--- src/rtl/chip8_ram_arbiter.sv ---
// Shares the single-port Chip-8 RAM between cpu, sprite engine and ROM loader:
// round-robin grant with bounded burst locking and a fixed two-cycle tagged read return.
module chip8_ram_arbiter #(
  parameter int ADDR_W   = 12,
  parameter int DATA_W   = 8,
  parameter int LOCK_MAX = 16
) (
  input  logic              clk,
  input  logic              reset,

  input  logic              cpu_req,
  input  logic              cpu_lock,
  input  logic              cpu_we,
  input  logic [ADDR_W-1:0] cpu_addr,
  input  logic [DATA_W-1:0] cpu_wdata,
  output logic              cpu_gnt,
  output logic              cpu_rvalid,

  input  logic              spr_req,
  input  logic              spr_lock,
  input  logic              spr_we,
  input  logic [ADDR_W-1:0] spr_addr,
  input  logic [DATA_W-1:0] spr_wdata,
  output logic              spr_gnt,
  output logic              spr_rvalid,

  input  logic              ldr_req,
  input  logic              ldr_lock,
  input  logic              ldr_we,
  input  logic [ADDR_W-1:0] ldr_addr,
  input  logic [DATA_W-1:0] ldr_wdata,
  output logic              ldr_gnt,
  output logic              ldr_rvalid,

  output logic [DATA_W-1:0] rdata,

  output logic              ram_en,
  output logic              ram_we,
  output logic [ADDR_W-1:0] ram_addr,
  output logic [DATA_W-1:0] ram_wdata,
  input  logic [DATA_W-1:0] ram_rdata,

  output logic [1:0]        owner
);

  localparam logic [1:0] ID_CPU   = 2'd0;
  localparam logic [1:0] ID_SPR   = 2'd1;
  localparam logic [1:0] ID_LDR   = 2'd2;
  localparam logic [7:0] LOCK_LIM = 8'(LOCK_MAX);

  logic [1:0]        last;
  logic              lock_vld;
  logic [1:0]        lock_own;
  logic [7:0]        lock_cnt;

  logic              p1_vld, p2_vld;
  logic [1:0]        p1_id, p2_id;

  logic [2:0]        req;
  logic [2:0]        cand;
  logic              own_act, own_cap;
  logic [1:0]        p0, p1, p2;
  logic              win_vld;
  logic [1:0]        win;
  logic              win_we, win_lock;
  logic [ADDR_W-1:0] win_addr;
  logic [DATA_W-1:0] win_wdata;

  function automatic logic [1:0] rr_next(input logic [1:0] id);
    logic [1:0] nxt;
    nxt = (id == ID_LDR) ? ID_CPU : id + 2'd1;
    return nxt;
  endfunction

  function automatic logic bit_of(input logic [2:0] v, input logic [1:0] id);
    logic b;
    case (id)
      ID_CPU:  b = v[0];
      ID_SPR:  b = v[1];
      ID_LDR:  b = v[2];
      default: b = 1'b0;
    endcase
    return b;
  endfunction

  function automatic logic [2:0] onehot(input logic [1:0] id);
    logic [2:0] oh;
    case (id)
      ID_CPU:  oh = 3'b001;
      ID_SPR:  oh = 3'b010;
      ID_LDR:  oh = 3'b100;
      default: oh = 3'b000;
    endcase
    return oh;
  endfunction

  assign req = {ldr_req, spr_req, cpu_req};

  always_comb begin
    own_act = lock_vld && bit_of(req, lock_own);
    own_cap = own_act && (lock_cnt == LOCK_LIM);
    // At the lock bound the owner sits out one arbitration, unless nobody else wants the RAM.
    cand    = own_cap ? (req & ~onehot(lock_own)) : req;
    p0      = rr_next(last);
    p1      = rr_next(p0);
    p2      = last;
    win_vld = 1'b0;
    win     = ID_CPU;
    if (own_act && !(own_cap && (cand != 3'b000))) begin
      win_vld = 1'b1;
      win     = lock_own;
    end else if (bit_of(cand, p0)) begin
      win_vld = 1'b1;
      win     = p0;
    end else if (bit_of(cand, p1)) begin
      win_vld = 1'b1;
      win     = p1;
    end else if (bit_of(cand, p2)) begin
      win_vld = 1'b1;
      win     = p2;
    end
    if (!reset) begin
      win_vld = 1'b0;
    end

    win_we    = ldr_we;
    win_lock  = ldr_lock;
    win_addr  = ldr_addr;
    win_wdata = ldr_wdata;
    case (win)
      ID_CPU: begin
        win_we    = cpu_we;
        win_lock  = cpu_lock;
        win_addr  = cpu_addr;
        win_wdata = cpu_wdata;
      end
      ID_SPR: begin
        win_we    = spr_we;
        win_lock  = spr_lock;
        win_addr  = spr_addr;
        win_wdata = spr_wdata;
      end
      default: ;
    endcase
  end

  assign cpu_gnt = win_vld && (win == ID_CPU);
  assign spr_gnt = win_vld && (win == ID_SPR);
  assign ldr_gnt = win_vld && (win == ID_LDR);

  always_ff @(posedge clk or negedge reset) begin
    if (!reset) begin
      last      <= ID_LDR;
      lock_vld  <= 1'b0;
      lock_own  <= ID_CPU;
      lock_cnt  <= 8'd0;
      ram_en    <= 1'b0;
      ram_we    <= 1'b0;
      ram_addr  <= '0;
      ram_wdata <= '0;
      p1_vld    <= 1'b0;
      p1_id     <= ID_CPU;
      p2_vld    <= 1'b0;
      p2_id     <= ID_CPU;
    end else begin
      ram_en <= win_vld;
      p1_vld <= win_vld && !win_we;
      p1_id  <= win;
      p2_vld <= p1_vld;
      p2_id  <= p1_id;
      if (win_vld) begin
        last      <= win;
        ram_we    <= win_we;
        ram_addr  <= win_addr;
        ram_wdata <= win_wdata;
        if (win_lock) begin
          lock_vld <= 1'b1;
          lock_own <= win;
          // A grant after the bound (owner alone) starts a fresh run of LOCK_MAX.
          lock_cnt <= (own_act && (win == lock_own) && (lock_cnt != LOCK_LIM))
                      ? lock_cnt + 8'd1 : 8'd1;
        end else begin
          lock_vld <= 1'b0;
          lock_cnt <= 8'd0;
        end
      end else begin
        ram_we   <= 1'b0;
        lock_vld <= 1'b0;
        lock_cnt <= 8'd0;
      end
    end
  end

  assign cpu_rvalid = p2_vld && (p2_id == ID_CPU);
  assign spr_rvalid = p2_vld && (p2_id == ID_SPR);
  assign ldr_rvalid = p2_vld && (p2_id == ID_LDR);
  assign rdata      = ram_rdata;
  assign owner      = last;

endmodule

--- config.mk ---
export PLATFORM = sky130hd
export DESIGN_NAME = chip8_ram_arbiter
export DESIGN_NICKNAME = d
export VERILOG_FILES = /design/src/rtl/chip8_ram_arbiter.sv
export SDC_FILE = /design/constraint.sdc
export NUM_CORES = 1
export LEC_CHECK = 0
export CAP_MARGIN = 20
export CORE_MARGIN = 2
export CORE_UTILIZATION = 37
export CTS_BUF_LIST = sky130_fd_sc_hd__clkbuf_2 sky130_fd_sc_hd__clkbuf_4 sky130_fd_sc_hd__clkbuf_8
export CTS_CLUSTER_DIAMETER = 120
export DETAILED_ROUTE_END_ITERATION = 12
export PLACE_DENSITY = 0.86
export SLEW_MARGIN = 20
export SYNTH_ARGS = -nofsm -noshare
export SYNTH_HDL_FRONTEND = slang
export SYNTH_SLANG_ARGS = --single-unit
--- constraint.sdc ---
create_clock -name clk -period 3.2 [get_ports clk]
set_input_delay 0.8 -clock clk [delete_from_list [all_inputs] [get_ports clk]]
set_output_delay 0.8 -clock clk [all_outputs]
set_load 0.05 [all_outputs]
# Word level (Yosys, flattened, before mapping)
# Index checks and enable logic that the tools add are counted.
[op_classes]
add_sub_neg = 3
eq_ne = 15
mux = 33
bitwise_logic = 2
n_reduce_logical = 23
[ops]
columns = ["op", "n"]
rows = [
  ["8-bit two-way mux", 3],
  ["12-bit case mux with 2 select lines", 1],
  ["8-bit case mux with 2 select lines", 1],
  ["1-bit two-way mux", 14],
  ["1-bit logical AND", 13],
  ["2-bit by 1-bit == test with 1-bit output (second input constant)", 6],
  ["2-bit == test (second input constant)", 6],
  ["2-bit logical NOT", 6],
  ["2-bit two-way mux", 6],
  ["1-bit case mux with 3 select lines", 4],
  ["3-bit case mux with 3 select lines", 1],
  ["8-bit by 1-bit adder with 8-bit output (second input constant)", 1],
  ["8-bit by 5-bit == test with 1-bit output (second input constant)", 1],
  ["8-bit by 5-bit != test with 1-bit output (second input constant)", 1],
  ["2-bit by 1-bit adder with 2-bit output (second input constant)", 2],
  ["1-bit case mux with 2 select lines", 2],
  ["3-bit bitwise AND", 1],
  ["3-bit two-way mux", 1],
  ["3-bit inverter", 1],
  ["3-bit nonzero test", 1],
  ["2-bit == test", 1],
  ["1-bit logical NOT", 2],
  ["2-bit AND reduction", 1],
]
[word_totals]
register_bits = 41
inputBits = 79
output_inout_bits = 38

# Longest topological paths before layout
[depth]
ltp_word = 25
depth_mapped = 12
depth_no_buf = 9

# Least setup slack after synthesis
# OpenSTA, ideal clock, no wires.
[synth_timing]
path_type = "input to output"
startpoint = "input spr_req"
endpoint = "output ldr_gnt"
arrival_time_ps = 2769
required_time_ps = 2400
slack_ps = -369
path_stages = 6
n_path_buf = 1
cell_sequence = "mux2i_2 o2bb2ai_1 and3_4 buf_6 or4_1 a21oi_1"
[synth_via]
elab_chain_len = 14
elab_cells_between_ends = 29
classes_between = "eq/ne (1); mux (20); bitwise (1); reduce/logical (7)"
[synth_rtl]
columns = ["element", "line_no", "rtl"]
rows = [
  ["start, declared", "19", "input logic spr_req,"],
  ["1-bit case mux with 3 select lines", "77", "case (id)"],
  ["1-bit logical AND", "100", "own_act = lock_vld && bit_of(req, lock_own);"],
  ["1-bit logical AND", "101", "own_cap = own_act && (lock_cnt == LOCK_LIM);"],
  ["3-bit two-way mux", "103", "cand = own_cap ? (req & ~onehot(lock_own)) : req;"],
  ["1-bit case mux with 3 select lines", "77", ""],
  ["1-bit two-way mux", "115", "end else if (bit_of(cand, p1)) begin"],
  ["1-bit two-way mux", "112", "end else if (bit_of(cand, p0)) begin"],
  ["1-bit two-way mux", "109", "if (own_act && !(own_cap && (cand != 3'b000))) begin"],
  ["2-bit two-way mux / 1-bit two-way mux (equally long branches)", "118", "end else if (bit_of(cand, p2)) begin"],
  ["2-bit two-way mux / 1-bit two-way mux (equally long branches)", "115", ""],
  ["2-bit two-way mux / 1-bit two-way mux (equally long branches)", "112", ""],
  ["2-bit two-way mux / 1-bit two-way mux (equally long branches)", "109", ""],
  ["2-bit == test / 1-bit two-way mux (equally long branches)", "149, 122", ""],
  ["1-bit logical AND *", "149", "assign ldr_gnt = win_vld && (win == ID_LDR);"],
  ["end, declared", "32", "output logic ldr_gnt,"],
]
# Mark *: on every way between the ends. The rest lies on a longest branch, timed or not. The select of a mux whose other input is x is not followed.

# Final worst setup path
[layout_timing]
startpoint = "register lock_cnt[0]"
endpoint = "output ldr_gnt"
[layout_via]
elab_chain_len = 13
elab_cells_between_ends = 27
classes_between = "eq/ne (2); mux (19); reduce/logical (6)"
[layout_rtl]
columns = ["element", "line_no", "rtl"]
rows = [
  ["start, declared", "54", "logic [7:0] lock_cnt;"],
  ["start signal, assigned", "180", "lock_cnt <= (own_act && (win == lock_own) && (lock_cnt != LOCK_LIM))"],
  ["8-bit by 5-bit == test with 1-bit output *", "101", ""],
  ["1-bit logical AND *", "101", ""],
  ["3-bit two-way mux", "103", ""],
  ["1-bit case mux with 3 select lines", "77", ""],
  ["1-bit two-way mux", "115", ""],
  ["1-bit two-way mux", "112", ""],
  ["1-bit two-way mux", "109", ""],
  ["2-bit two-way mux / 1-bit two-way mux (equally long branches)", "118", ""],
  ["2-bit two-way mux / 1-bit two-way mux (equally long branches)", "115", ""],
  ["2-bit two-way mux / 1-bit two-way mux (equally long branches)", "112", ""],
  ["2-bit two-way mux / 1-bit two-way mux (equally long branches)", "109", ""],
  ["2-bit == test / 1-bit two-way mux (equally long branches)", "149, 122", ""],
  ["1-bit logical AND *", "149", ""],
]
# Marked as above.

==> metrics.txt <==
Reg2Reg Depth=10; min cycle time layout=3.20 ns; worst clock skew=0.00625 ns; Tot GR Track Use=20.7%; DR pass1 iterations=5; Worst-Margin Slew=0.716 ns; # port buffers=100; Clock power frac=13.4%; WHS Endpoint=p2_id[1]$_DFF_PN0_; outcome=complete, no violations; leak pwr=1.53 nW; post-route design area=3720 sq um; clock tree root buffer cell=clkbuf_8; achievable clock frequency=0.313 GHz; simple-gate share of the synthesized area=20.8%; internal power=1.51 mW; initial antenna violation count=0; switch share=44.1%; CTS tree=done; crit-path cells=inv_1, ha_4, and4bb_2, nand2_1, and3_4, or4_4, a21oi_4, buf_12; H-tree depth=2; Synth warnings=0; Placement Cell Area=3450 sq um; Final Wtd Congestion=0.800; Area growth syn-to-layout=62.7%; max-cap viol count=0; Top FF cell, synth=dfrtp_1; Post-CTS Hold Fix Bufs=0; Vias/cell=5.54; Net Switching=1.19 mW; post-route ant nets=0; vias in the first global route=2312; Max IR drop VDD=393 uV; largest family of logic cells by synthesized area=compound AO/OA/AOI/OAI gates; CP Launch Type=register; GR Util met2=35.0%; Slew headroom=52.1%; cell area after synthesis=2290 sq um; syn_area_per_cell=10.2 sq um; most frequent cells in the layout=clkdlybuf4s50_1 (93), dfrtp_1 (39), buf_4 (31); reg2reg setup slack=0.26 ns; die width=82.6 microns; filler instances=500; RSZ-0062 raised after global routing=yes; Core Util, Final=62.5%; CP Class=reg2out; Comb pwr share=58.3%; share of layout cells above drive strength 1=22.5%; final setup violation count=0; CP max-delay cell=or4_4; die extent in y=82.6 microns; Critical path origin=lock_cnt[0]$_DFF_PN0_; Routed WL per cell=16.2 microns; post-synthesis xor/xnor area fraction=2.30%; complex-gate fraction of the synthesized area=22.7%; largest net degree at the start of global routing=42; Min-Delay Path Depth=0; most common cell after layout, fill and taps aside=clkdlybuf4s50_1; final worst-path cycle share=99.9%; EDFF count, synth=0; Core ar.=5960 sq um; Max FO, Critical Path=6; Initial Util=38.4%; multiplexer share of the synthesized area=0.602%; first-pass GRT wire length=10.8 mm; post-DP HPWL=4.88 mm; met1 global-route usage=23.6%; Total Power=2.70 mW; DIE AREA=6820 sq um; Vias=2312; post-synthesis adder-cell area fraction=1.09%; async set-reset flop share out of synthesis=100%; r2r startpoint=lock_cnt[0]$_DFF_PN0_; Post-Route WL=6.74 mm; Detailed Route Iter0 Violations=145; Distinct cells, synth=52; Most Crowded Layer GR=met2; clk slew on worst S/H paths=0.08 ns; hold_sp=p1_id[1]$_DFF_PN0_; cts bufs inserted=5; PwrDens=725 nW/um^2; Worst Hold Class=reg2reg; Worst R2R End=lock_cnt[1]$_DFF_PN0_; critical path arrival=2.40 ns; row count=28; gr ovfl total=0; clock latency on the worst-skew pair=0.29 ns; CP endpoint kind=output pin; DRC Markers=0; I/O pins=117; CTS Sinks=41; Final Hold Viols=0; M3 GR Usage=6.96%; Net Count, Synth=305; Nets=422; sequential power share=28.3%; max-slew violations=0; clk buf depth=2; diode count=0; #FFs+latches synth=41; Gate Count Post-Synth=224; WP data required=2.40 ns; sequential fraction of the synthesis area=44.9%; crit-path max cell delay=0.54 ns
[state kept, by name, summed over array words and instances (netlist names)]
| name | cells |
|---|---|
| lock_cnt | 8 |
| lock_own | 2 |
| lock_vld | 1 |
| owner | 2 |
| p1_id | 2 |
| p1_vld | 1 |
| p2_id | 2 |
| p2_vld | 1 |
| ram_addr | 12 |
| ram_en | 1 |
| ram_wdata | 8 |
| ram_we | 1 |
[logic make-up (layout without fill, tap and decap cells)]
kind of cell | Yosys count | in the layout
and+or+nand+nor | 77 | 77
xor gates and xnor gates | 6 | 6
DFF | 41 | 41
buffers and inverters | 29 | 147
muxes | 1 | 1
adders and majority gates | 2 | 2
AOI/OAI and AO/OA | 68 | 68
[power groups by stage]
stage / registers [mW] / clock network [mW] / logic [mW]
finish: 0.762 / 0.361 / 1.57
global route: 0.782 / 0.395 / 1.67
CTS: 0.761 / 0.373 / 1.56
detailed placement: 0.771 / 0 / 1.50
global placement: 0.762 / 0 / 1.48
floorplan: 1.15 / 0 / 0.591
[cells in the mapped netlist, drive strengths merged, types with 2 or more instances]
cell type,number,area share [%]
dfrtp,40,44
a21oi,25,5.5
nor2,24,3.9
a222oi,20,8.8
buf,16,5.5
nor3,10,4.2
clkbuf,7,1.1
nand3,7,1.5
inv,6,0.99
nand2,5,0.82
nor2b,5,1.4
xor2,5,1.9
a2111oi,4,1.9
and3,4,1.3
o21ai,4,0.88
a21o,3,0.99
and2,3,0.82
a2bb2oi,2,0.77
a41oi,2,0.77
and3b,2,0.77
ha,2,1.1
nand2b,2,0.55
nor4,2,0.55
o31a,2,0.77
or2,2,0.66
or3,2,0.77
or4,2,0.66
[worst max-delay path by stage]
stage	end	slack (ns)
6_report	ldr_gnt	0.004
5_1_grt	cpu_gnt	-0.11
4_1_cts	cpu_gnt	-0.006
3_5_place_dp	ldr_gnt	-0.28
3_3_place_gp	ldr_gnt	-0.27
2_1_floorplan	cpu_gnt	-0.04
[critical path: cells and delay by family, from the launching register on]
| kind | cells | cell delay [ns] |
|---|---|---|
| and+or+nand+nor | 4 | 1.13 |
| DFF | 1 | 0.39 |
| buffers and inverters | 2 | 0.24 |
| AOI/OAI and AO/OA | 1 | 0.20 |
| adders and majority gates | 1 | 0.14 |
[per-layer routing]
layer  vias up  part of all wire (%)
met1      1128                    39
met4         0                   1.7
met2        94                    52
li1       1077                     -
met3        13                   7.1
met5         -                     0
[through the flow]
stage	instances	worst slack, ns	hold WS, ns	setup TNS [ns]
global placement	397	-0.272	0.332	-1.55
CTS	413	-0.00578	0.352	-0.00578
detailed placement	397	-0.284	0.335	-3.33
floorplan	224	-0.0405	0.331	-0.0680
finish	417	0.00437	0.351	0
global route	417	-0.105	0.362	-0.267
[what timing repair did]
action,4_1_cts,5_1_grt
endpoints found under the setup margin,3,3
pin swaps,11,5
buffers inserted,9,4
gates resized for setup,17,5
[area by class of cell]
type	count	area (sq um)	share of cell area, %
Sequential cell	41	1030	27.6
Multi-Input combinational cell	154	1190	32.1
Timing Repair Buffer	133	1280	34.5
Inverter	6	22.5	0.605
Tap cell	75	93.8	2.52
Clock buffer	8	97.6	2.62
Power figures use the tool's default switching activity.
